### src/rtl/conv3x3_mac.sv
// 3x3 convolution window MAC: streams ELEMS data/weight halfword pairs from two RAMs
// and produces one signed dot product. Define CONV3X3_RELU_EN to clamp negative results to 0.
module conv3x3_mac #(
    parameter int ELEMS = 9,
    parameter int ACC_W = 36
) (
    input  logic             clk,
    input  logic             rst,
    input  logic             start,
    output logic             busy,
    output logic             d_rd_en,
    output logic [3:0]       d_rd_addr,
    input  logic [15:0]      d_rd_data,
    output logic             w_rd_en,
    output logic [3:0]       w_rd_addr,
    input  logic [15:0]      w_rd_data,
    output logic             res_vld,
    output logic [ACC_W-1:0] res_data
);

    typedef enum logic [1:0] {
        IDLE  = 2'd0,
        READ  = 2'd1,
        DRAIN = 2'd2,
        DONE  = 2'd3
    } state_t;

    localparam logic [3:0] LAST_ADDR = 4'(ELEMS - 1);

    state_t                   state_r;
    logic [3:0]               addr_r;
    logic                     rd_en_r;
    logic                     pend_r;
    logic                     busy_r;
    logic                     res_vld_r;
    logic [ACC_W-1:0]         res_data_r;
    logic                     v1_r;
    logic                     v2_r;
    logic                     v3_r;
    logic signed [15:0]       data_r;
    logic signed [15:0]       wgt_r;
    logic signed [31:0]       prod_r;
    logic signed [ACC_W-1:0]  acc_r;
    logic signed [ACC_W-1:0]  prod_ext_s;
    logic signed [ACC_W-1:0]  sum_s;
    logic signed [ACC_W-1:0]  final_s;
    logic                     accept_s;

    // Accumulate-path arithmetic and the result presented when the window completes
    always_comb begin
        prod_ext_s = ACC_W'(prod_r);
        sum_s      = acc_r + prod_ext_s;
        accept_s   = (state_r == IDLE) && (start || pend_r);
`ifdef CONV3X3_RELU_EN
        if (sum_s[ACC_W-1]) begin
            final_s = {ACC_W{1'b0}};
        end else begin
            final_s = sum_s;
        end
`else
        final_s = sum_s;
`endif
    end

    // Read-data register, product register and accumulator, tagged by a valid pipeline
    always_ff @(posedge clk) begin
        if (rst) begin
            v1_r   <= 1'b0;
            v2_r   <= 1'b0;
            v3_r   <= 1'b0;
            data_r <= 16'sd0;
            wgt_r  <= 16'sd0;
            prod_r <= 32'sd0;
            acc_r  <= {ACC_W{1'b0}};
        end else begin
            v1_r <= rd_en_r;
            v2_r <= v1_r;
            v3_r <= v2_r;
            if (v1_r) begin
                data_r <= d_rd_data;
                wgt_r  <= w_rd_data;
            end else begin
                data_r <= data_r;
                wgt_r  <= wgt_r;
            end
            if (v2_r) begin
                prod_r <= data_r * wgt_r;
            end else begin
                prod_r <= 32'sd0;
            end
            if (accept_s) begin
                acc_r <= {ACC_W{1'b0}};
            end else if (v3_r) begin
                acc_r <= sum_s;
            end else begin
                acc_r <= acc_r;
            end
        end
    end

    // Window sequencer; a start seen in DONE is held and taken up on the next IDLE cycle
    always_ff @(posedge clk) begin
        if (rst) begin
            state_r    <= IDLE;
            addr_r     <= 4'd0;
            rd_en_r    <= 1'b0;
            pend_r     <= 1'b0;
            busy_r     <= 1'b0;
            res_vld_r  <= 1'b0;
            res_data_r <= {ACC_W{1'b0}};
        end else begin
            case (state_r)
                IDLE: begin
                    res_vld_r  <= 1'b0;
                    res_data_r <= {ACC_W{1'b0}};
                    if (start || pend_r) begin
                        state_r <= READ;
                        rd_en_r <= 1'b1;
                        addr_r  <= 4'd0;
                        busy_r  <= 1'b1;
                        pend_r  <= 1'b0;
                    end else begin
                        state_r <= IDLE;
                    end
                end
                READ: begin
                    if (addr_r == LAST_ADDR) begin
                        rd_en_r <= 1'b0;
                        addr_r  <= 4'd0;
                        state_r <= DRAIN;
                    end else begin
                        addr_r  <= addr_r + 4'd1;
                    end
                end
                DRAIN: begin
                    // last product is in flight when stage 3 is valid but stage 2 is empty
                    if (v3_r && !v2_r) begin
                        state_r    <= DONE;
                        busy_r     <= 1'b0;
                        res_vld_r  <= 1'b1;
                        res_data_r <= final_s;
                    end else begin
                        state_r    <= DRAIN;
                    end
                end
                DONE: begin
                    state_r    <= IDLE;
                    res_vld_r  <= 1'b0;
                    res_data_r <= {ACC_W{1'b0}};
                    if (start) begin
                        pend_r <= 1'b1;
                        busy_r <= 1'b1;
                    end else begin
                        pend_r <= 1'b0;
                    end
                end
                default: begin
                    state_r    <= IDLE;
                    rd_en_r    <= 1'b0;
                    addr_r     <= 4'd0;
                    busy_r     <= 1'b0;
                    res_vld_r  <= 1'b0;
                    res_data_r <= {ACC_W{1'b0}};
                end
            endcase
        end
    end

    assign busy      = busy_r;
    assign d_rd_en   = rd_en_r;
    assign d_rd_addr = addr_r;
    assign w_rd_en   = rd_en_r;
    assign w_rd_addr = addr_r;
    assign res_vld   = res_vld_r;
    assign res_data  = res_data_r;

endmodule

### config.mk
export PLATFORM = sky130hd
export DESIGN_NAME = conv3x3_mac
export DESIGN_NICKNAME = d
export VERILOG_FILES = /design/src/rtl/conv3x3_mac.sv
export SDC_FILE = /design/constraint.sdc
export NUM_CORES = 1
export LEC_CHECK = 0
export ABC_AREA = 1
export CAP_MARGIN = 10
export CORE_MARGIN = 2
export CORE_UTILIZATION = 45
export CTS_CLUSTER_DIAMETER = 100
export DETAILED_ROUTE_END_ITERATION = 10
export SLEW_MARGIN = 20
export SYNTH_ARGS = -nofsm -noshare
export SYNTH_HDL_FRONTEND = slang
export SYNTH_SLANG_ARGS = --single-unit
### constraint.sdc
create_clock -name clk -period 5.13 [get_ports clk]
set_input_delay 0.7695 -clock clk [delete_from_list [all_inputs] [get_ports clk]]
set_output_delay 0.7695 -clock clk [all_outputs]
set_load 0.02 [all_outputs]
==> impl_metrics.sql, run 1 <==
INSERT INTO impl_metrics (metric_group, metric, value, unit) VALUES
('run_status', 'run_status', 'finished with violations', ''),
('run_status', 'violated_checks', 'negative setup slack', ''),
('cells_and_area', 'final_core_util', '0.565', ''),
('min_path', 'hp-start', 'res_data[12]', ''),
('synthesis', 'fraction_of_registers_with_async_set_or_reset_after_synthesis', '0', ''),
('place', 'routabilityCongestion', '0.942', ''),
('clock_network', 'clock_tree.root_cell', 'clkbuf_16', ''),
('detailed_routing', 'drc', '0', ''),
('min_path', 'worstHoldPathType', 'reg -> reg', ''),
('floorplanning', 'chipHeight', '205', 'um'),
('power_and_ir_drop', 'power_leakage', '12.3', 'nW'),
('synthesis', 'synth.area.top_cells', 'fa_1 (29%), dfxtp_1 (16%), nand2_1 (13%)', ''),
('cells_and_area', 'most_common_library_cell_in_the_layout_ignoring_fill_and_taps', 'nand2_1', ''),
('grt', 'grt_max_degree', '46', ''),
('clock_network', 'cts_hold_repair.buffers', '0', ''),
('synthesis', 'synth-main-ff-cell', 'dfxtp_1', ''),
('floorplanning', 'floorplan.die.width', '205', 'um'),
('cells_and_area', 'drive_above_1_share', '0.165', ''),
('detailed_routing', 'postRouteWirelength', '50800', 'um'),
('timing', 'hold-worst-slack', '463', 'ps'),
('power_and_ir_drop', 'comb_power_share', '0.551', ''),
('power_and_ir_drop', 'power.share.switching', '0.439', ''),
('synthesis', 'ys_warn_count', '0', ''),
('grt', 'grt_overflow', '0', ''),
('critical_path', 'timing.reg2reg.worst_path_depth', '21', ''),
('floorplanning', 'num_io_pins', '83', ''),
('place', 'dpl.hpwl', '41700', 'um'),
('timing', 'grt_setup_unrepaired', 'true', ''),
('floorplanning', 'std_cell_rows', '73', ''),
('cells_and_area', 'design_area', '22500', 'um2'),
('critical_path', 'critical_path.reg2reg.startpoint', 'data_r[15]', ''),
('power_and_ir_drop', 'share_clk_of_total_power', '0.213', ''),
('grt', 'grtUsageTotal', '0.260', ''),
('clock_network', 'cts_sinks', '149', ''),
('synthesis', 'synthCells', '2531', ''),
('power_and_ir_drop', 'power.switching', '2.70', 'mW'),
('timing', 'setup_ws', '-178', 'ps'),
('detailed_routing', 'route.detailed.vias_per_inst', '4.87', ''),
('synthesis', 'synth_area_leader_cell', 'fa_1', ''),
('timing', 'max_slew.worst_pin.slew', '1040', 'ps'),
('floorplanning', 'die-area', '42000', 'um2'),
('synthesis', 'post_synth.cell_area_avg', '7.18', 'um2'),
('cells_and_area', 'finalNetCount', '3142', ''),
('power_and_ir_drop', 'power.density', '273', 'nW/um2'),
('floorplanning', 'initial_utilization', '0.457', ''),
('detailed_routing', 'drt.antenna.violating_nets', '0', ''),
('timing', 'period_needed', '5310', 'ps'),
('timing', 'max_freq', '0.188', 'GHz'),
('synthesis', 'synth_top_area_frac', '0.290', ''),
('cells_and_area', 'diodes', '0', ''),
('detailed_routing', 'detail_route.iter0.violations', '950', ''),
('clock_network', 'clock_tree.buffer_depth', '2', ''),
('synthesis', 'synth_seq_area_share', '0.164', ''),
('power_and_ir_drop', 'internal_power', '3.44', 'mW'),
('place', 'io_buffers', '82', ''),
('job', 'cap_violations', '0', ''),
('detailed_routing', 'route.detailed.wl_per_inst', '15.6', 'um'),
('timing', 'relative_max_transition_margin', '0.304', ''),
('floorplanning', 'design.core.area', '39800', 'um2'),
('synthesis', 'synthesized_netlist_net_count', '2952', ''),
('clock_network', 'clock_slew_seen_by_the_registers_of_the_worst_setup_and_hold_paths', '70', 'ps'),
('timing', 'skew', '23.0', 'ps'),
('power_and_ir_drop', 'peakVddDrop', '0.260', 'mV'),
('timing', 'timing.final.crit_share', '1.03', ''),
('grt', 'first_global_vias', '16425', ''),
('critical_path', 'setup.worst_path.start', 'data_r[15]', ''),
('critical_path', 'path_class', 'reg -> reg', ''),
('critical_path', 'start_kind', 'register', ''),
('cells_and_area', 'final_cell_mix', 'nand2_1 (587), inv_1 (569), fa_1 (251)', ''),
('timing', 'finalSetupViolations', '14', ''),
('critical_path', 'timing.critical_path.required', '5470', 'ps');
## flip-flops by register name, summed over array words and instances (netlist names), 2 cells and up
register	count
res_data	36
wgt_r	16
state_r	2
d_rd_addr	4
data_r	16
acc_r	36
prod_r	32
## critical path, cell delays in order (launching register included)
cell and delay, ps:
dfxtp_4 460, buf_6 150, nand2_1 80, fa_1 560, inv_2 80, fa_2 630, inv_1 70, fa_1 450
fa_1 520, inv_1 50, fa_1 470, fa_1 530, ha_4 300, inv_1 70, nor3_4 200, nand2_2 90
nor2_1 170, nor2_1 60, nand2_1 80, nand3_1 70, nand2_1 60, nor2_1 40
## what timing repair did
| action | CTS | global route |
|---|---|---|
| gates resized for setup | 157 | 100 |
| gates cloned | 0 | 0 |
| buffers inserted | 12 | 16 |
| pin swaps | 63 | 48 |
| setup endpoints to repair | 22 | 22 |
## cells by family after synthesis
| family | Yosys count | share of synthesized area |
|---|---|---|
| adder cells (fa/ha/maj) | 386 | 0.374 |
| buffers and inverters | 701 | 0.147 |
| AO/OA/AOI/OAI | 264 | 0.0781 |
| XOR/XNOR | 30 | 0.0144 |
| AND/OR/NAND/NOR | 1001 | 0.222 |
| flip-flops | 149 | 0.164 |
## final cells by class
type	instances	area [um2]
Multi-Input combinational cell	1681	13400
Timing Repair Buffer	273	2500
Tap cell	525	657
Inverter	599	2260
Sequential cell	149	3040
Fill cell	3830	17300
Clock inverter	13	141
Clock buffer	19	453
## synthesized netlist by cell type (6+ instances only)
cell      instances
nand2_1         619
inv_1           597
fa_1            263
nor2_1          254
dfxtp_1         149
a21oi_1         123
ha_1            123
o21ai_0          99
clkbuf_1         86
nand3_1          57
xor2_1           19
nand4_1          14
nand2_2          12
nor3_1           12
o21bai_1         11
xnor2_1          11
a21o_1            9
nand3b_1          8
buf_2             7
buf_4             6
nor2_2            6
nor3_2            6
## power groups by stage
stage | clock (mW) | combinational, mW | sequential, mW
global route | 1.38 | 3.76 | 1.46
floorplan | 0 | 1.88 | 1.36
finish | 1.31 | 3.38 | 1.45
global placement | 0 | 2.81 | 1.44
detailed placement | 0 | 2.84 | 1.45
CTS | 1.34 | 3.14 | 1.44
## worst paths after layout
| path | to | slack [ps] |
|---|---|---|
| setup reg to reg | prod_r[31] | -180 |
| setup / recovery | prod_r[31] | -180 |
| hold reg to reg | res_data[12] | 460 |
| hold / removal | res_data[12] | 460 |
## layer usage
metal,track usage,part of all wire,up-vias
met2,0.431,0.46,347
met4,0.0640,0.017,0
met5,0,0,-
li1,-,-,7844
met1,0.363,0.48,7638
met3,0.0275,0.044,48
## stage by stage
step	cells	setup slack [ps]
after global routing	3259	-416
final	3259	-178
after global placement	3198	-565
after floorplan	2531	-6.73
after detailed placement	3198	-531
after CTS	3242	-175
Note: power is estimated with default switching activity, not from simulation.
==> run 2, diff against run 1 <==
==> constraint.sdc (replaced) <==
create_clock -name clk -period 5.8 [get_ports clk]
set_input_delay 0.87 -clock clk [delete_from_list [all_inputs] [get_ports clk]]
set_output_delay 0.87 -clock clk [all_outputs]
set_load 0.02 [all_outputs]
==> run 2 against run 1 <==
Net effect:
- the run now ends clean
- first-iteration DRC count down 6.1%
- clock power down 11%
- clock-buffer cell count up 1
- core utilization down 4.3 points
- wire length down 0.11%
- combinational power down 29%
- hold slack better by 2.1 ps
- via count down 2.4%
- non-clock buffer count down 102
- cell count down 3.1%
- maximum frequency down 5.1%
- critical endpoint is now prod_r[29]
- largest power group unchanged
- highest routed layer unchanged
==> impl_metrics.sql, run 2 (synthesized netlist as in run 1, its figures left out) <==
INSERT INTO impl_metrics (metric_group, metric, value, unit) VALUES
('run_status', 'run_status', 'finished, final reports clean', ''),
('cells_and_area', 'sequential_cell_area', '3010', 'um2'),
('clock_network', 'worst_skew_pair.late_latency', '500', 'ps'),
('critical_path', 'critical_path.reg2reg.startpoint', 'wgt_r[8]', ''),
('timing', 'hold_violations', '0', ''),
('floorplanning', 'die-area', '42000', 'um2'),
('power_and_ir_drop', 'sequential_share_of_power', '0.262', ''),
('floorplanning', 'std_cell_rows', '73', ''),
('critical_path', 'crit_path_top_delay_cell', 'fa_2', ''),
('floorplanning', 'initial_utilization', '0.457', ''),
('timing', 'max_slew.worst_pin.slew', '916', 'ps'),
('critical_path', 'start_kind', 'register', ''),
('critical_path', 'setup.worst_path.start', 'wgt_r[8]', ''),
('floorplanning', 'chipHeight', '205', 'um'),
('detailed_routing', 'detail_route.iter0.violations', '892', ''),
('critical_path', 'critical_path.cell_chain', 'buf_4 > nand2_1 > fa_2 > inv_1 > fa_2 > fa_1 > inv_1 > fa_1 > inv_1 > fa_1 > fa_1 > ha_4 > nand2_1 > nor2_2 > nand2_1 > or2_2 > nand3_1 > o21ai_0 > a21oi_1', ''),
('power_and_ir_drop', 'post-layout-total-power', '4.84', 'mW'),
('cells_and_area', 'drive_above_1_share', '0.0756', ''),
('critical_path', 'path_class', 'reg -> reg', ''),
('critical_path', 'cp_max_fo', '9', ''),
('grt', 'grtUsageTotal', '0.261', ''),
('detailed_routing', 'routed-wl-met2', '22600', 'um'),
('critical_path', 'critical_path_arrival', '5990', 'ps'),
('critical_path', 'worst_path_largest_cell_delay', '590', 'ps'),
('detailed_routing', 'route.detailed.vias_per_inst', '4.91', ''),
('critical_path', 'ff2ff_setup_slack', '200', 'ps'),
('detailed_routing', 'drc', '0', ''),
('power_and_ir_drop', 'comb_power_share', '0.497', ''),
('floorplanning', 'design.core.area', '39800', 'um2'),
('clock_network', 'cts_hold_repair.buffers', '0', ''),
('detailed_routing', 'route.detailed.wl_per_inst', '16.1', 'um'),
('detailed_routing', 'wl_met3', '2590', 'um'),
('job', 'cap_violations', '0', ''),
('detailed_routing', 'postRouteWirelength', '50700', 'um'),
('timing', 'setup_ws', '204', 'ps'),
('clock_network', 'clock_tree.root_cell', 'clkbuf_16', ''),
('place', 'dpl.hpwl', '42500', 'um'),
('min_path', 'worstHoldPathType', 'reg -> reg', ''),
('place', 'io_buffers', '82', ''),
('timing', 'max_freq', '0.179', 'GHz'),
('timing', 'finalSetupViolations', '0', ''),
('power_and_ir_drop', 'share_clk_of_total_power', '0.241', ''),
('floorplanning', 'floorplan.die.width', '205', 'um'),
('detailed_routing', 'highest_layer', 'met4', ''),
('detailed_routing', 'drt.antenna.violating_nets', '0', ''),
('timing', 'timing.final.crit_share', '0.965', ''),
('place', 'place_ws', '-210', 'ps'),
('timing', 'period_needed', '5600', 'ps'),
('grt', 'first_pass_grt_wire_length', '84400', 'um'),
('timing', 'maxSlewViolCount', '0', ''),
('timing', 'grt_setup_unrepaired', 'true', ''),
('power_and_ir_drop', 'peakVddDrop', '0.230', 'mV'),
('critical_path', 'reg2reg_to', 'prod_r[29]', ''),
('place', 'routabilityCongestion', '0.910', ''),
('clock_network', 'clock_tree.buffer_depth', '2', ''),
('grt', 'grt_overflow', '0', ''),
('cells_and_area', 'final_cell_mix', 'nand2_1 (618), inv_1 (595), fa_1 (257)', ''),
('cells_and_area', 'area_growth_syn_to_layout', '14.3', '%'),
('clock_network', 'tritoncts_clock_tree', 'yes', ''),
('timing', 'relative_max_transition_margin', '0.388', ''),
('detailed_routing', 'routedLengthMet1', '24200', 'um'),
('timing', 'skew', '18.4', 'ps'),
('critical_path', 'timing.reg2reg.worst_path_depth', '19', ''),
('cells_and_area', 'multiInputGateArea', '12700', 'um2'),
('cells_and_area', 'fillerInstances', '4064', ''),
('detailed_routing', 'routed-via-count', '15496', ''),
('grt', 'grt_max_degree', '45', ''),
('power_and_ir_drop', 'internal_power', '2.71', 'mW'),
('detailed_routing', 'first_pass_iters', '5', ''),
('power_and_ir_drop', 'power.switching', '2.14', 'mW'),
('grt', 'first_global_vias', '16008', ''),
('critical_path', 'last_element_of_the_critical_path', 'prod_r[29]', ''),
('clock_network', 'htreeDepth', '4', ''),
('grt', 'antenna_found_initial', '0', ''),
('cells_and_area', 'diodes', '0', ''),
('cells_and_area', 'most_common_library_cell_in_the_layout_ignoring_fill_and_taps', 'nand2_1', ''),
('power_and_ir_drop', 'power.density', '233', 'nW/um2'),
('power_and_ir_drop', 'power_leakage', '11.5', 'nW'),
('clock_network', 'cts_sinks', '149', ''),
('floorplanning', 'num_io_pins', '83', ''),
('clock_network', 'clock_slew_seen_by_the_registers_of_the_worst_setup_and_hold_paths', '70', 'ps'),
('clock_network', 'numCtsBuffers', '17', ''),
('critical_path', 'critical_path.most_common_cell', 'fa_1', ''),
('cells_and_area', 'finalNetCount', '3040', ''),
('critical_path', 'timing.critical_path.required', '6200', 'ps'),
('power_and_ir_drop', 'power.share.switching', '0.441', ''),
('critical_path', 'timing.critical_path.to_type', 'register', '');
==> run 2: cell types whose count changed in the layout (fill, tap and decap cells not counted), moves of 18 or more <==
cell     change
nand2_1     +31
buf_4       -82
inv_2       -22
nand2_2     -18
inv_1       +26
==> run 2: layer usage <==
metal  vias to the layer above  GRT usage
li1                       7642          -
met1                      7429      0.359
met2                       347      0.414
met3                        78     0.0490
met4                         0     0.0866
met5                         -          0
==> run 2: worst max-delay path: cells and delay by family, from the launching register on <==
kind / cells / cell delay (ps)
adder cells (fa/ha/maj): 7 / 3410
AND/OR/NAND/NOR: 6 / 970
buffers and inverters: 4 / 440
flip-flops: 1 / 390
AO/OA/AOI/OAI: 2 / 300
==> run 2: repair_timing <==
| item | CTS | global route |
|---|---|---|
| pin swaps | 0 | 4 |
| endpoints found under the setup margin | 9 | 14 |
| endpoints found under the hold margin | 0 | 0 |
| gates resized for setup | 8 | 39 |
| setup buffers | 3 | 2 |
==> run 2: power by group through the flow <==
| stage | logic (mW) | clock network [mW] | registers, mW |
|---|---|---|---|
| after floorplan | 1.57 | 0 | 1.20 |
| after global placement | 2.26 | 0 | 1.28 |
| after detailed placement | 2.29 | 0 | 1.28 |
| after CTS | 2.31 | 1.21 | 1.26 |
| after global routing | 2.73 | 1.24 | 1.28 |
| final | 2.41 | 1.17 | 1.27 |
==> run 2: worst min path at each step <==
stage,from,end,depth (start not counted),slack [ps]
after detailed placement,res_data[20],res_data[20],2,460
after global routing,res_data[23],res_data[23],2,480
after CTS,res_data[20],res_data[20],2,470
final,res_data[15],res_data[15],2,470
after floorplan,acc_r[0],acc_r[0],2,440
after global placement,res_data[15],res_data[15],2,450
==> run 2: per-stage QoR <==
step	util	hold WS, ps	instances	instance area (um2)	setup TNS (ps)
CTS	0.517	469	3154	20600	0
detailed placement	0.501	458	3119	20000	-752
global route	0.522	481	3157	20800	-44.4
global placement	0.501	452	3119	20000	-705
floorplan	-	445	2531	18200	0
finish	0.522	465	3157	20800	0
==> run 2: cell type report <==
cell class,instances,share of cell area
clock buffer,20,0.0220
inverter,599,0.108
tap,525,0.0316
clock inverter,12,0.00675
timing repair buffer,171,0.0772
multi-input combinational,1681,0.609
sequential,149,0.145
==> run 3, diff against run 2 <==
--- a/config.mk
+++ b/config.mk
@@ -5,12 +5,12 @@
 export SDC_FILE = /design/constraint.sdc
 export NUM_CORES = 1
 export LEC_CHECK = 0
-export ABC_AREA = 1
 export CAP_MARGIN = 10
 export CORE_MARGIN = 2
 export CORE_UTILIZATION = 45
 export CTS_CLUSTER_DIAMETER = 100
 export DETAILED_ROUTE_END_ITERATION = 10
+export PLACE_DENSITY_LB_ADDON = 0.25
 export SLEW_MARGIN = 20
 export SYNTH_ARGS = -nofsm -noshare
 export SYNTH_HDL_FRONTEND = slang
==> run 3 against run 2 <==
Net effect:
- the run now ends with negative setup slack left
- setup slack got worse by 330 ps
- non-clock buffer count increased by 54
- clock power about the same
- sequential share of layout area up 0.68 points
- cell count down 20%
- synthesized area shrank 7.3%
- maximum frequency fell by 5.6%
- die area decreased by 7.2%
- wire length down 15%
- hold slack lost 13 ps
- largest cell class unchanged
- largest power group is now clock
==> impl_metrics.sql, run 3 <==
INSERT INTO impl_metrics (metric_group, metric, value, unit) VALUES
('job', 'cap_violations', '0', ''),
('run_status', 'run_status', 'finished with violations', ''),
('detailed_routing', 'detail_route.iter0.violations', '649', ''),
('critical_path', 'timing.reg2reg.worst_path_depth', '23', ''),
('synthesis', 'synth-simple-area-share', '0.163', ''),
('clock_network', 'cts_sinks', '149', ''),
('power_and_ir_drop', 'post-layout-total-power', '3.33', 'mW'),
('detailed_routing', 'route.detailed.vias_per_inst', '5.22', ''),
('synthesis', 'fraction_of_registers_with_async_set_or_reset_after_synthesis', '0', ''),
('detailed_routing', 'drc', '0', ''),
('synthesis', 'ys_seq_elements', '149', ''),
('synthesis', 'synth_compound_area_frac', '0.103', ''),
('critical_path', 'path_class', 'reg -> reg', ''),
('cells_and_area', 'fillerInstances', '3245', ''),
('critical_path', 'reg2reg_to', 'prod_r[27]', ''),
('grt', 'grt_overflow', '0', ''),
('critical_path', 'critical_path.most_common_cell', 'fa_1', ''),
('synthesis', 'post_synth.cell_area_avg', '9.02', 'um2'),
('cells_and_area', 'diodes', '0', ''),
('synthesis', 'yosysMostFrequentCell', 'inv_1', ''),
('critical_path', 'worst_path_largest_cell_delay', '550', 'ps'),
('min_path', 'hold_depth', '2', ''),
('synthesis', 'synth_seq_area_share', '0.177', ''),
('synthesis', 'synth_top_area_frac', '0.312', ''),
('detailed_routing', 'route.detailed.wl_per_inst', '17.1', 'um'),
('place', 'place.detailed.instances', '2455', ''),
('synthesis', 'top_post_synthesis_cells_by_count', 'inv_1 (315), fa_1 (263), nor2_1 (170), nand2_1 (166), dfxtp_1 (149)', ''),
('clock_network', 'clock_tree.root_cell', 'clkbuf_16', ''),
('grt', 'first_global_vias', '13762', ''),
('place', 'routabilityCongestion', '0.876', ''),
('synthesis', 'synth-main-ff-cell', 'dfxtp_1', ''),
('synthesis', 'synth_area_leader_cell', 'fa_1', ''),
('timing', 'max_slew.worst_pin.slew', '1060', 'ps'),
('cells_and_area', 'layout.cells.non_filler', '2515', ''),
('critical_path', 'cp_num_buf_inv', '7', ''),
('critical_path', 'critical_path_depth', '23', ''),
('cells_and_area', 'area_growth_syn_to_layout', '20.0', '%'),
('timing', 'period_needed', '5930', 'ps'),
('run_status', 'violated_checks', 'negative setup slack', ''),
('critical_path', 'timing.critical_path.to_type', 'register', ''),
('timing', 'setup_ws', '-130', 'ps'),
('grt', 'first_pass_grt_wire_length', '71400', 'um'),
('detailed_routing', 'routed-via-count', '13121', ''),
('cells_and_area', 'drive_above_1_share', '0.144', ''),
('floorplanning', 'std_cell_rows', '70', ''),
('clock_network', 'tritoncts_clock_tree', 'yes', ''),
('critical_path', 'critical_path_arrival', '6240', 'ps'),
('synthesis', 'ys_warn_count', '0', ''),
('critical_path', 'critical_path.cell_chain', 'buf_6 > and2_4 > fa_1 > inv_2 > fa_2 > fa_1 > inv_1 > fa_1 > fa_1 > inv_2 > fa_1 > inv_2 > ha_4 > a21o_1 > a21oi_4 > buf_6 > nor3b_2 > o211ai_1 > nor2b_2 > o41ai_4 > buf_4 > xor2_1 > nor2_1', ''),
('critical_path', 'critPathTopFamily', 'adder cells', ''),
('timing', 'max_freq', '0.169', 'GHz'),
('timing', 'hold-worst-slack', '452', 'ps'),
('grt', 'grtUsageTotal', '0.233', ''),
('timing', 'maxSlewViolCount', '0', ''),
('place', 'detailed_place.area', '18900', 'um2'),
('critical_path', 'crit_path_top_delay_cell', 'fa_1', ''),
('floorplanning', 'floorplan.die.width', '197', 'um'),
('critical_path', 'cp_max_fo', '6', ''),
('synthesis', 'share_of_synthesized_cell_area_in_full_adder_half_adder_and_majority_cells', '0.404', ''),
('floorplanning', 'die-area', '39000', 'um2'),
('cells_and_area', 'most_common_library_cell_in_the_layout_ignoring_fill_and_taps', 'inv_1', ''),
('timing', 'finalSetupViolations', '6', ''),
('power_and_ir_drop', 'power.density', '165', 'nW/um2'),
('critical_path', 'ff2ff_setup_slack', '-130', 'ps'),
('cells_and_area', 'final_cell_mix', 'inv_1 (309), fa_1 (251), nor2_1 (166)', ''),
('floorplanning', 'chipHeight', '197', 'um'),
('floorplanning', 'initial_utilization', '0.459', ''),
('synthesis', 'yosysUniqueCellTypes', '72', ''),
('cells_and_area', 'design_area', '20200', 'um2'),
('cells_and_area', 'finalNetCount', '2455', ''),
('synthesis', 'synthCells', '1867', ''),
('timing', 'hold_violations', '0', ''),
('timing', 'grt_setup_unrepaired', 'true', ''),
('floorplanning', 'num_io_pins', '83', ''),
('synthesis', 'synth.area.top_cells', 'fa_1 (31%), dfxtp_1 (18%), ha_1 (9.1%)', ''),
('timing', 'skew', '16.6', 'ps'),
('detailed_routing', 'postRouteWirelength', '43100', 'um'),
('critical_path', 'timing.critical_path.required', '6110', 'ps'),
('synthesis', 'synthesized_netlist_net_count', '2288', ''),
('cells_and_area', 'final_core_util', '0.551', ''),
('place', 'dpl.hpwl', '34400', 'um'),
('timing', 'relative_max_transition_margin', '0.292', ''),
('critical_path', 'start_kind', 'register', ''),
('clock_network', 'htreeDepth', '4', ''),
('clock_network', 'worst_skew_pair.late_latency', '440', 'ps'),
('grt', 'antenna_found_initial', '0', ''),
('critical_path', 'setup.worst_path.start', 'data_r[10]', ''),
('synthesis', 'netlist_area', '16800', 'um2'),
('timing', 'timing.final.crit_share', '1.02', ''),
('critical_path', 'last_element_of_the_critical_path', 'prod_r[27]', ''),
('min_path', 'worstHoldPathType', 'reg -> reg', ''),
('detailed_routing', 'first_pass_iters', '5', ''),
('place', 'place_ws', '-310', 'ps'),
('synthesis', 'post_synth_xor_area_fraction', '0.0302', ''),
('detailed_routing', 'drt.antenna.violating_nets', '0', ''),
('power_and_ir_drop', 'power_leakage', '9.51', 'nW'),
('synthesis', 'number_of_flops_mapped_to_enable_cells_by_yosys', '0', ''),
('power_and_ir_drop', 'peakVddDrop', '0.193', 'mV'),
('floorplanning', 'design.core.area', '36700', 'um2'),
('clock_network', 'cts_hold_repair.buffers', '0', ''),
('critical_path', 'critical_path.reg2reg.startpoint', 'data_r[10]', ''),
('clock_network', 'clock_slew_seen_by_the_registers_of_the_worst_setup_and_hold_paths', '60', 'ps'),
('place', 'io_buffers', '82', ''),
('clock_network', 'numCtsBuffers', '17', ''),
('timing', 'setup_total_negative_slack', '-399', 'ps'),
('synthesis', 'synth.mux.area_fraction', '0.0339', ''),
('clock_network', 'clock_tree.buffer_depth', '2', ''),
('synthesis', 'main_combinational_cell_family_by_area_after_synthesis', 'adder cells', ''),
('grt', 'grt_max_degree', '40', '');
==> run 3: how the worst min path moves through the flow <==
stage                 start            to  slack, ps
2_1_floorplan     acc_r[15]     acc_r[15]        450
3_3_place_gp   res_data[33]  res_data[33]        440
3_5_place_dp   res_data[34]  res_data[34]        440
4_1_cts        res_data[34]  res_data[34]        460
5_1_grt        res_data[34]  res_data[34]        490
6_report       res_data[34]  res_data[34]        450
==> run 3: worst min-delay path, delay by kind of cell, from the launching register on <==
family / cells / cell delay, ps
DFF: 1 / 310
and+or+nand+nor: 1 / 50
AOI/OAI and AO/OA: 1 / 50
==> run 3: area by class of cell <==
class	count	area [um2]	area share
timing repair buffer	225	2050	0.101
sequential	149	3060	0.152
multi-input combinational	1324	12700	0.629
inverter	317	1190	0.0588
clock buffer	19	453	0.0224
clock inverter	13	171	0.00848
tap	468	586	0.0290
==> run 3: where the power goes <==
group	internal (mW)	switching (mW)	leakage, nW	total, mW
logic	0.413	0.587	7.98	1.00
clock network	0.708	0.491	0.312	1.20
registers	1.07	0.0674	1.22	1.13
==> run 3: repair_timing <==
action                                  in CTS  in global routing
endpoints found under the setup margin      10                 11
setup buffers                               16                 13
pin swaps                                   44                 59
gates resized for setup                     92                 48
endpoints found under the hold margin        0                  0
==> run 3: cell families after synthesis <==
| group | Yosys count |
|---|---|
| adders and majority gates | 386 |
| xor gates and xnor gates | 58 |
| buffers and inverters | 394 |
| and+or+nand+nor | 573 |
| muxes | 57 |
| AOI/OAI and AO/OA | 250 |
| DFF | 149 |
==> run 3: metal layers <==
| metal | routed length [um] | global-route usage | share of wire |
|---|---|---|---|
| met5 | 0 | 0 | 0 |
| met4 | 871 | 0.0571 | 0.020 |
| met3 | 1810 | 0.0333 | 0.042 |
| met2 | 21200 | 0.406 | 0.49 |
| met1 | 19200 | 0.304 | 0.45 |
==> edit 1 (flow settings as in run 1) <==
Build with the macro `CONV3X3_RELU_EN` defined.
--- a/src/rtl/conv3x3_mac.sv
+++ b/src/rtl/conv3x3_mac.sv
@@ -1,5 +1,7 @@
 // 3x3 convolution window MAC: streams ELEMS data/weight halfword pairs from two RAMs
 // and produces one signed dot product. Define CONV3X3_RELU_EN to clamp negative results to 0.
+`define CONV3X3_RELU_EN
+
 module conv3x3_mac #(
     parameter int ELEMS = 9,
     parameter int ACC_W = 36
Formal check against the unedited RTL: same outputs for any inputs over 10 cycles, from zero or initial values and one cycle with rst high; that may be too few to reach the edited logic, so the function may still have changed.
==> edit 1 against run 1 <==
- the flow still finishes with violations (setup timing)
- clock skew fell by 7.3 ps
- final area rose by 1.2%
- area after synthesis rose by 1.0%
- sequential cell count fell by 1
- highest routed layer unchanged
- hold slack improved by 2.4 ps
- worst setup slack got worse by 37 ps
- core utilization fell by 0.34 points
- sequential share of layout area fell by 0.14 points
- clock power fell by 8%
- wire length fell by 0.20%
- global-route usage fell by 0.53 points
- largest power group unchanged
- total power rose by 7.6%
==> edit 1: results (changes against run 1) <==
Power
  – Leakage: 0.0125 uW (+1.4%)
  – Worst VDD drop: 213 uV (-18%)
  – PD cells: 290 nW/um^2 (+6.3%)

Detailed routing
  – Average wire per standard cell: 15.5 um (-0.81%)
  – DR iter-0 viols: 938 (-1.3%)
  – First-pass DRT Iterations: 7 (+2)
  – Routed vias/inst: 4.93 (+1.1%)

Placement
  – DP HPWL: 41200 um (-1.3%)
  – Inst Count DP: 3205 (+0.22%)
  – IO buf count: 81 (-1.2%)
  – Placement Setup Slack: -580 ps (-49.0 ps)
  – Routability cong.: 0.981 (+4.1%)

Critical path
  – CP top delay family: adder cells
  – Peak fanout along the critical path: 6 (-2)
  – Worst path slowest cell: fa_1
  – Worst stage delay on the critical path: 540 ps (-90 ps)
  – Worst EP arrival: 5760 ps (+110 ps)

Layout
  – Layout cells sized above 1: 18.7% (+2.2 points)
  – Fin nets: 3155 (+0.41%)
  – Fin cells: 3279 (+0.61%)

Yosys
  – Synth cell count leaders: nand2_1, inv_1, fa_1, nor2_1, dfxtp_1
  – Net count after synthesis: 2937 (-0.51%)
  – Sequential fraction of the synthesis area: 16.1% (-0.27 points)
  – Synth top area cells: fa_1, dfxtp_1, nand2_1
  – Fraction of registers with async set or reset after synthesis: 0% (unchanged)
  – Synth unique cells: 48 (+12%)
  – Syn Inst Count: 2516 (-0.59%)

STA
  – Skew final: 15.7 ps (-7.30 ps)
  – Setup violations, final: 18 (+4)
  – Slew @ Worst Pin: 846 ps (-199 ps)
  – Final setup TNS: -2130 ps (-837 ps)
  – Final worst slack: -216 ps (-37.2 ps)

Global routing
  – Global-route wire length before repair: 83800 um (-2.0%)
  – Initial antenna violation count: 0 (-1)
  – Gr usage total: 25.4% (-0.53 points)
  – Pin count of the biggest net entering global routing: 54 (+17%)

Outcome
  – Outcome: finished with violations
  – Failing checks: setup timing

Clock network
  – Skew-Pair Late Insertion Delay: 490 ps (+30 ps)
edit 1: cell types whose count changed after synthesis, moves of 7 or more:
cell	delta
nand2_2	-7
nand3_2	+15
o211ai_1	+16
a21oi_2	+12
nor2_1	-42
nand2_1	-10
a21oi_1	-7
inv_1	+10
edit 1: metrics by stage:
step	area, um^2	hold WS (ps)
finish	22800	465
global route	22800	487
CTS	22300	468
detailed placement	20900	457
global placement	20900	453
floorplan	18500	445
edit 1: area by class of cell:
type | count | area, um^2
fill | 3862 | 17800
clock inverter | 12 | 97.6
multi-input combinational | 1651 | 13500
clock buffer | 20 | 447
sequential | 148 | 3050
inverter | 613 | 2310
timing repair buffer | 303 | 2730
tap | 532 | 666
edit 1: layer usage:
metal	GRT usage (%)	vias to the layer above	part of all wire [%]
met4	6.02	0	1.9
met2	42.6	328	47
met5	0	-	0
met1	34.4	7893	46
li1	-	7882	-
met3	4.12	52	4.5
edit 1: kinds of logic (layout without fill, tap and decap cells):
group	count (synthesis)	count (layout)	synth area share, %
compound gates	282	282	8.73
flops	148	148	16.1
fa+ha+maj	386	386	37.0
buf+inv	717	948	15.1
other cells	1	1	0.0204
xor+xnor	32	32	1.53
simple gates	950	950	21.4
edit 1: final timing paths:
kind              slack, ps         start           end  depth (start not counted)
setup / recovery       -220     data_r[9]    prod_r[26]                         24
hold / removal          470  res_data[23]  res_data[23]                          2
setup reg to reg       -220     data_r[9]    prod_r[26]                         24
hold reg to reg         470  res_data[23]  res_data[23]                          2
edit 1: report_power, final:
group	internal, uW	switching [uW]	leakage, uW
sequential	1280	166	0.00122
clock	635	561	0.000258
combinational	1730	2230	0.0110
total	3650	2960	0.0125
edit 1: what timing repair did:
item	in CTS	in global routing
pin swaps	61	70
buffers inserted	22	20
setup endpoints to repair	22	21
gates resized for setup	201	92
gates cloned	0	1
==> edit 2 (flow settings as in run 1) <==
Without the edit above. Add an input register stage for `start`, `d_rd_data` and `w_rd_data`; this delays them by one clock. Comments in the files are not updated.
--- a/src/rtl/conv3x3_mac.sv
+++ b/src/rtl/conv3x3_mac.sv
@@ -27,6 +27,16 @@
 
     localparam logic [3:0] LAST_ADDR = 4'(ELEMS - 1);
 
+    logic start_q;
+    logic [15:0] d_rd_data_q;
+    logic [15:0] w_rd_data_q;
+
+    always_ff @(posedge clk) begin
+        start_q     <= start;
+        d_rd_data_q <= d_rd_data;
+        w_rd_data_q <= w_rd_data;
+    end
+
     state_t                   state_r;
     logic [3:0]               addr_r;
     logic                     rd_en_r;
@@ -50,7 +60,7 @@
     always_comb begin
         prod_ext_s = ACC_W'(prod_r);
         sum_s      = acc_r + prod_ext_s;
-        accept_s   = (state_r == IDLE) && (start || pend_r);
+        accept_s   = (state_r == IDLE) && (start_q || pend_r);
 `ifdef CONV3X3_RELU_EN
         if (sum_s[ACC_W-1]) begin
             final_s = {ACC_W{1'b0}};
@@ -77,8 +87,8 @@
             v2_r <= v1_r;
             v3_r <= v2_r;
             if (v1_r) begin
-                data_r <= d_rd_data;
-                wgt_r  <= w_rd_data;
+                data_r <= d_rd_data_q;
+                wgt_r  <= w_rd_data_q;
             end else begin
                 data_r <= data_r;
                 wgt_r  <= wgt_r;
@@ -113,7 +123,7 @@
                 IDLE: begin
                     res_vld_r  <= 1'b0;
                     res_data_r <= {ACC_W{1'b0}};
-                    if (start || pend_r) begin
+                    if (start_q || pend_r) begin
                         state_r <= READ;
                         rd_en_r <= 1'b1;
                         addr_r  <= 4'd0;
@@ -147,7 +157,7 @@
                     state_r    <= IDLE;
                     res_vld_r  <= 1'b0;
                     res_data_r <= {ACC_W{1'b0}};
-                    if (start) begin
+                    if (start_q) begin
                         pend_r <= 1'b1;
                         busy_r <= 1'b1;
                     end else begin
Check against the original RTL: not equivalent (Yosys sat finds a counterexample within 4 cycles, from zero or initial values and one cycle with rst high).
==> edit 2 against run 1 <==
- the flow still finishes with violations (setup timing)
- wire length rose by 2.6%
- sequential cell count rose by 33
- worst setup slack improved by 30 ps
- area after synthesis rose by 4.4%
- final area rose by 5.3%
- critical path depth rose by 4
- total power rose by 15%
==> edit 2: results (changes against run 1) <==
Outcome
  – Outcome: finished with violations
  – Failing checks: setup timing

Layout
  – NonClk Buf Share: 11.8% (+0.70 points)
  – Non-clock buffers: 307 (+12%)
  – Final clock-cell share: 2.52% (-0.12 points)
  – Area of the multi-input gates: 13600 um^2 (+1.2%)
  – Fin nets: 3227 (+2.7%)
  – Fraction of area in registers: 15.7% (+2.2 points)
  – Inserted Diodes: 0 (unchanged)
  – CLK BUF: 18 (-1)
  – Non-clk invs: 609 (+1.7%)
  – Count of multi-input gates: 1689 (+0.48%)
  – # fillers: 3890 (+1.6%)
  – Layout cells sized above 1: 18.9% (+2.4 points)

Detailed routing
  – First-pass DRT Iterations: 5 (unchanged)
  – Vias: 16300 (+2.7%)
  – Wire length after detailed routing: 52100 um (+2.6%)
  – DR iter-0 viols: 783 (-18%)

STA
  – Setup violations, final: 14 (unchanged)
  – Skew final: 23.4 ps (+0.391 ps)
  – Final worst slack: -148 ps (+30.4 ps)
  – Slew @ Worst Pin: 989 ps (-55.4 ps)

Yosys
  – Synth top area cells: fa_1, dfxtp_1, nand2_1
  – Flip-flop and latch count after synthesis: 182 (+22%)
  – Post-synthesis adder-cell area fraction: 35.8% (-1.6 points)
  – Compound-Gate Fraction of Synth Area: 7.95% (+0.14 points)
  – Net count after synthesis: 3002 (+1.7%)
  – Synth cell count leaders: nand2_1, inv_1, fa_1, nor2_1, dfxtp_1
  – Sequential fraction of the synthesis area: 19.2% (+2.8 points)
  – Synth unique cells: 42 (-2.3%)
  – Fraction of synthesized cell area in xor and xnor cells: 1.25% (-0.20 points)

Clock network
  – Skew-Pair Late Insertion Delay: 490 ps (+30 ps)
  – TritonCTS Buffers: 17 (unchanged)
  – Clock transition at path regs: 90 ps (+20 ps)
  – Root buf cell: clkbuf_16

Hold path
  – Hold Crit Depth: 2 (unchanged)

Critical path
  – Peak fanout along the critical path: 8 (unchanged)
  – Worst stage delay on the critical path: 550 ps (-80 ps)
  – Worst r2r path cells: 25 (+19%)
  – Worst EP arrival: 5680 ps (+30 ps)

Global routing
  – Initial antenna violation count: 0 (-1)
  – Global-route wire length before repair: 87400 um (+2.3%)
  – Gr usage total: 25.3% (-0.69 points)
  – Vias in the first global route: 17362 (+5.7%)
  – Pin count of the biggest net entering global routing: 46 (unchanged)

Placement
  – Placement Setup Slack: -710 ps (-179 ps)
  – IO buf count: 82 (unchanged)
  – Routability cong.: 0.964 (+2.4%)
  – DP HPWL: 42700 um (+2.4%)
  – DP Area: 21600 um^2 (+4.5%)

Floorplan
  – Tap cells: 539 (+2.7%)

Power
  – Worst VDD drop: 288 uV (+11%)
  – Leakage: 0.0128 uW (+3.8%)
edit 2: cell count changes in the layout (fill, tap and decap cells not counted), moves of 9 or more:
cell	before	now
buf_6	14	23
a21oi_1	102	113
buf_4	162	185
nor2_1	235	197
inv_2	25	38
dfxtp_1	123	153
fa_1	251	236
o21ai_0	89	78
nand3_1	46	64
fa_2	12	27
nor2_2	11	21
edit 2: logic make-up (layout without fill, tap and decap cells):
logic type	after synthesis	in the layout
simple gates	999	999
buf+inv	710	948
fa+ha+maj	386	386
compound gates	277	277
flops	182	182
xor+xnor	27	27
edit 2: worst paths after layout:
check                       from  slack, ps         end
setup / recovery       data_r[8]       -150  prod_r[25]
hold / removal    d_rd_data_q[4]        450   data_r[4]
setup reg to reg       data_r[8]       -150  prod_r[25]
hold reg to reg   d_rd_data_q[4]        450   data_r[4]
edit 2: through the flow:
step           TNS [ps]  utilization [%]  power, uW  hold WS (ps)  cells
2_1_floorplan     -9.99                -       3690           431   2581
3_3_place_gp      -5400             51.8       4870           435   3284
3_5_place_dp      -7370             51.8       4930           443   3284
4_1_cts            -965             55.3       6740           457   3339
5_1_grt           -5340             56.7       7600           483   3358
6_report          -1220             56.7       7040           451   3358
edit 2: metal layers:
layer | global-route usage, % | wire [um] | part of all wire [%]
met1 | 31.1 | 22600 | 43
met2 | 45.3 | 26200 | 50
met3 | 3.13 | 1540 | 3.0
met4 | 9.88 | 1800 | 3.5
met5 | 0 | 0 | 0
edit 2: timing repair:
item / in CTS / in global routing
endpoints found under the setup margin: 22 / 23
hold buffers: 0 / 0
gates resized for setup: 200 / 131
pin swaps: 69 / 83
setup buffers: 23 / 18
edit 2: power breakdown:
part | switching (uW) | total [uW] | internal (uW)
logic | 2220 | 3980 | 1750
clock network | 623 | 1350 | 729
registers | 154 | 1710 | 1560
total | 3000 | 7040 | 4040
